===== src/rtl/rr_arb_mux_2x1_if.sv =====
// Handshake bundle for the 2:1 round-robin arbiter/mux: two source streams and one output stream.
interface rr_arb_mux_2x1_if #(
  parameter int unsigned WIDTH = 8
);
  logic             a_valid;
  logic [WIDTH-1:0] a_data;
  logic             a_ready;
  logic             b_valid;
  logic [WIDTH-1:0] b_data;
  logic             b_ready;
  logic             x_valid;
  logic [WIDTH-1:0] x_data;
  logic             x_ready;
  logic             sel;

  // Arbiter side: consumes both sources, produces the output stream.
  modport master (
    input  a_valid, a_data, b_valid, b_data, x_ready,
    output a_ready, b_ready, x_valid, x_data, sel
  );

  // Environment side: drives both sources, consumes the output stream.
  modport slave (
    output a_valid, a_data, b_valid, b_data, x_ready,
    input  a_ready, b_ready, x_valid, x_data, sel
  );
endinterface


===== src/rtl/rr_arb_mux_2x1.sv =====
// Round-robin arbiter steering two valid/ready sources into one registered output stream.
module rr_arb_mux_2x1 #(
  parameter int unsigned WIDTH = 8
) (
  input logic               clk,
  input logic               rst,
  rr_arb_mux_2x1_if.master  bus
);

  typedef enum logic {
    EMPTY = 1'b0,
    FULL  = 1'b1
  } state_t;

  state_t           state_q;
  state_t           state_d;
  logic [WIDTH-1:0] data_q;
  logic             sel_q;
  logic             last_grant_q;
  logic             load_en;
  logic             grant_a;
  logic             grant_b;

  // Output state register; reset drops any held word.
  always_ff @(posedge clk) begin
    if (rst) begin
      state_q <= EMPTY;
    end else begin
      state_q <= state_d;
    end
  end

  // Grant selection and next-state: load when empty or draining; on contention favour the source not granted last.
  always_comb begin
    state_d = state_q;
    grant_a = 1'b0;
    grant_b = 1'b0;
    load_en = (state_q == EMPTY) || bus.x_ready;
    if (load_en && !rst) begin
      grant_a = bus.a_valid && (!bus.b_valid || last_grant_q);
      grant_b = bus.b_valid && (!bus.a_valid || !last_grant_q);
    end
    if (grant_a || grant_b) begin
      state_d = FULL;
    end else if ((state_q == FULL) && bus.x_ready) begin
      state_d = EMPTY;
    end
  end

  // Capture the granted word, its source index and the round-robin pointer.
  always_ff @(posedge clk) begin
    if (rst) begin
      data_q       <= '0;
      sel_q        <= 1'b0;
      last_grant_q <= 1'b1;
    end else if (grant_a || grant_b) begin
      data_q       <= grant_b ? bus.b_data : bus.a_data;
      sel_q        <= grant_b;
      last_grant_q <= grant_b;
    end
  end

  assign bus.a_ready = grant_a;
  assign bus.b_ready = grant_b;
  assign bus.x_valid = (state_q == FULL);
  assign bus.x_data  = data_q;
  assign bus.sel     = sel_q;

endmodule


===== src/flat_wrapper.sv =====
// flat-port wrapper written by rule: the top's interface ports become plain ports
module rr_arb_mux_2x1_flat 
#(
  parameter int unsigned WIDTH = 8
)
  (clk, rst, bus_a_valid, bus_a_data, bus_b_valid, bus_b_data, bus_x_ready, bus_a_ready, bus_b_ready, bus_x_valid, bus_x_data, bus_sel);
  rr_arb_mux_2x1_if #(.WIDTH(WIDTH)) bus_i ();
  input logic clk;
  input logic rst;
  input wire logic [$bits(bus_i.a_valid)-1:0] bus_a_valid;
  input wire logic [$bits(bus_i.a_data)-1:0] bus_a_data;
  input wire logic [$bits(bus_i.b_valid)-1:0] bus_b_valid;
  input wire logic [$bits(bus_i.b_data)-1:0] bus_b_data;
  input wire logic [$bits(bus_i.x_ready)-1:0] bus_x_ready;
  output wire logic [$bits(bus_i.a_ready)-1:0] bus_a_ready;
  output wire logic [$bits(bus_i.b_ready)-1:0] bus_b_ready;
  output wire logic [$bits(bus_i.x_valid)-1:0] bus_x_valid;
  output wire logic [$bits(bus_i.x_data)-1:0] bus_x_data;
  output wire logic [$bits(bus_i.sel)-1:0] bus_sel;
  assign bus_i.a_valid = bus_a_valid;
  assign bus_i.a_data = bus_a_data;
  assign bus_i.b_valid = bus_b_valid;
  assign bus_i.b_data = bus_b_data;
  assign bus_i.x_ready = bus_x_ready;
  assign bus_a_ready = bus_i.a_ready;
  assign bus_b_ready = bus_i.b_ready;
  assign bus_x_valid = bus_i.x_valid;
  assign bus_x_data = bus_i.x_data;
  assign bus_sel = bus_i.sel;
  rr_arb_mux_2x1 #(.WIDTH(WIDTH)) u_core (.clk(clk), .rst(rst), .bus(bus_i));
endmodule

===== config.mk =====
export PLATFORM = sky130hd
export DESIGN_NAME = rr_arb_mux_2x1_flat
export DESIGN_NICKNAME = d
export VERILOG_FILES = /design/src/rtl/rr_arb_mux_2x1_if.sv /design/src/rtl/rr_arb_mux_2x1.sv /design/src/flat_wrapper.sv
export SDC_FILE = /design/constraint.sdc
export NUM_CORES = 1
export LEC_CHECK = 0
export CORE_UTILIZATION = 39
export CTS_CLUSTER_DIAMETER = 200
export CTS_CLUSTER_SIZE = 20
export DETAILED_ROUTE_END_ITERATION = 8
export HOLD_SLACK_MARGIN = 0.12
export PLACE_DENSITY = 0.78
export SYNTH_ARGS = -nofsm -noshare
export SYNTH_HDL_FRONTEND = slang
export SYNTH_SLANG_ARGS = --single-unit

===== constraint.sdc =====
create_clock -name clk -period 1.5 [get_ports clk]
set_input_delay 0.15 -clock clk [delete_from_list [all_inputs] [get_ports clk]]
set_output_delay 0.15 -clock clk [all_outputs]
set_load 0.01 [all_outputs]

==> impl_metrics.tcl <==
set metrics [dict create \
    violated_checks "DRC" \
    avgSynthCellArea_um2 9.88 \
    synthesis.nets 89 \
    yosys_warnings 0 \
    critical_path.reg2reg.endpoint "u_core.bus.x_data[6]$_SDFFE_PP0P_" \
    timing.setup.critical_path_class "input port to flop" \
    cts.htree.levels 1 \
    synthCells 68 \
    drt_first_iter_violations 29 \
    global_route_wire_length_before_repair_um 2990 \
    setup_ws_ps 69.0 \
    grt_pass1_vias 707 \
    finClkSkew_ps 2.61 \
    ios 33 \
    power.total_mw 0.816 \
    synth_seq_cells 11 \
    synth_most_common_cell "dfxtp_1" \
    reg2reg_from "u_core.last_grant_q$_SDFFE_PP1P_" \
    initial_core_util_pct 43.1 \
    hold_path.startpoint "u_core.bus.sel$_SDFFE_PP0P_" \
    vdd.ir_drop.worst_mv 0.380 \
    detailed_place.area_mm2 0.00109 \
    placement.io_buffers 32 \
    synth_commonest_cells "dfxtp_1, a311oi_2, a31oi_1, nand4_1, o31ai_1" \
    gpl.final_weighted_congestion 0.754 \
    slew_headroom_pct 79.8 \
    worstSkewPairLatency_ps 260 \
    tritoncts "done" \
    number_of_antenna_violations_at_the_first_check_in_global_routing 0 \
    data_required_time_at_the_worst_endpoint_ps 1670 \
    final_cells 129 \
    final-setup-viol-count 0 \
    grt_max_degree 18 \
    placement_rows 14 \
    hold_path_class "flop to flop" \
    timing.final.crit_share_pct 95.4 \
    setup-tns-final_ps 0 \
    ant_nets 0 \
    cts.path.max_buffers 2 \
    setup.worst_path.end_class "flop" \
    synth-edff-count 0 \
    clkTransAtPathRegs_ps 70 \
    synth_area_leaders "dfxtp_1, a311oi_2, o31ai_1, a31oi_1, nand4_1" \
    synth-async-reset-ratio_pct 0 \
    number_of_remaining_drc_errors 8 \
    grtUsageTotal_pct 21.2 \
    crit_path_max_fanout 17 \
    synth_top_cell_by_area "dfxtp_1" \
    drt-pass1-iter-count 6 \
    fp.dieArea_mm2 0.00189 \
    final_routed_wirelength_across_all_metal_layers_um 1870 \
    worstMarginPinSlew_ps 303 \
    final-max-slew-violation-count 0 \
    antennaDiodeCount 0 \
    f_max_mhz 699 \
    post-synth-top-area-fraction_pct 32.8 \
    hold-path-cell-count 2 \
    placement.setup.worst_slack_ps -308 \
    numCtsBuffers 3 \
    synth_cell_type_count 22 \
    max_cap_violations 0 \
    wire_length_per_cell_um 14.5 \
    synthToLayoutAreaGrowth_pct 66.3 \
    finalInstanceArea_mm2 0.00112 \
    syn_area_um2 672 \
    post-route-min-period_ps 1430 \
    min_to "u_core.bus.sel$_SDFFE_PP0P_" \
    cts_root_buf "clkbuf_4" \
    worst_setup_path_start_kind "input port" \
    detailroute.via_count 755 \
    holdWs_ps 466 \
    remaining_global_route_overflow 0 \
    unrepaired_setup_endpoints_after_global_routing "yes" \
    numPlacedInstances 125 \
    primary_ff_master_synth "dfxtp_1" \
    hold_viol 0 \
    p_per_area_mw_per_mm2 730 \
    synth-seq-area-share_pct 32.8 \
    worstPathArrival_ps 1600 \
    cts_num_sinks 11 \
    depth_of_the_most_critical_reg_to_reg_path 5 \
    chipHeight_um 43.5 \
    regToRegSetupSlack_ps 230 \
    detailed_place_hpwl_um 1430 \
    outcome "complete, but fails checks" \
    layout_cell_share_with_drive_strength_beyond_1_pct 33.6 \
    dieWidth_um 43.5 \
    via_per_inst 5.85 \
    final_standard_cell_utilization_of_the_core_pct 71.7 \
    power_leakage_nw 0.415 \
    floorplan_core_area_mm2 0.00156 \
    num-nets-final 135 \
]
## layout by cell type (no fill, tap or decap), drive strengths merged, types with 3 or more instances in the layout
| master | n |
|---|---|
| clkbuf | 4 |
| a311oi | 8 |
| a31oi | 8 |
| buf | 21 |
| dfxtp | 11 |
| inv | 3 |
| nand4 | 8 |
| o31ai | 8 |
| clkdlybuf4s50 | 30 |
## layout make-up
type,count,area [µm²]
sequential,11,220
inverter,3,11.3
fill,129,442
timing repair buffer,51,453
clock buffer,4,26.3
tap,16,20.0
multi-input combinational,44,387
## where the power goes
group / internal (mW) / switching, mW
Clock: 0.103 / 0.104
Sequential: 0.316 / 0.0123
Combinational: 0.163 / 0.118
## worst max-delay path, stage by stage
cell and delay, ps:
clkdlybuf4s50_1 440, buf_4 150, buf_4 190, inv_2 100
buf_4 150, nand4_1 120, a311oi_2 300
## flip-flops by register name, summed over array words and instances (netlist names)
| signal | count |
|---|---|
| u_core.bus.sel | 1 |
| u_core.bus.x_valid | 1 |
| u_core.bus.x_data | 8 |
| u_core.last_grant_q | 1 |
## per-layer routing
layer | wire length (µm) | vias to the layer above | global-route usage (%)
met1 | 815 | 353 | 25.4
met5 | 0 | - | 0
met2 | 913 | 31 | 37.6
met4 | 29 | 0 | 7.50
met3 | 109 | 4 | 4.17
li1 | - | 367 | -
## kinds of logic (layout without fill, tap and decap cells)
kind of cell	after synthesis	count (layout)	synth area share [%]
flops	11	11	32.8
simple gates	14	14	13.2
compound gates	30	30	43.2
buf+inv	13	58	10.8
## how the worst max path moves through the flow
stage	from	end	slack [ps]	cells after the start
detailed placement	bus_x_ready	bus_b_ready	-310	5
finish	rst	u_core.bus.x_data[6]$_SDFFE_PP0P_	70	7
CTS	u_core.bus.x_valid$_SDFFE_PP0P_	bus_b_ready	30	4
global route	u_core.bus.x_valid$_SDFFE_PP0P_	bus_a_ready	-6	3
global placement	bus_b_valid	bus_b_ready	-280	4
floorplan	u_core.bus.x_valid$_SDFFE_PP0P_	u_core.last_grant_q$_SDFFE_PP1P_	200	3
## what timing repair did
item	CTS	global route
setup endpoints to repair	2	2
setup buffers	0	0
gates resized for setup	9	1
hold buffers	0	0
No activity file was read; power rests on OpenSTA's default activity.
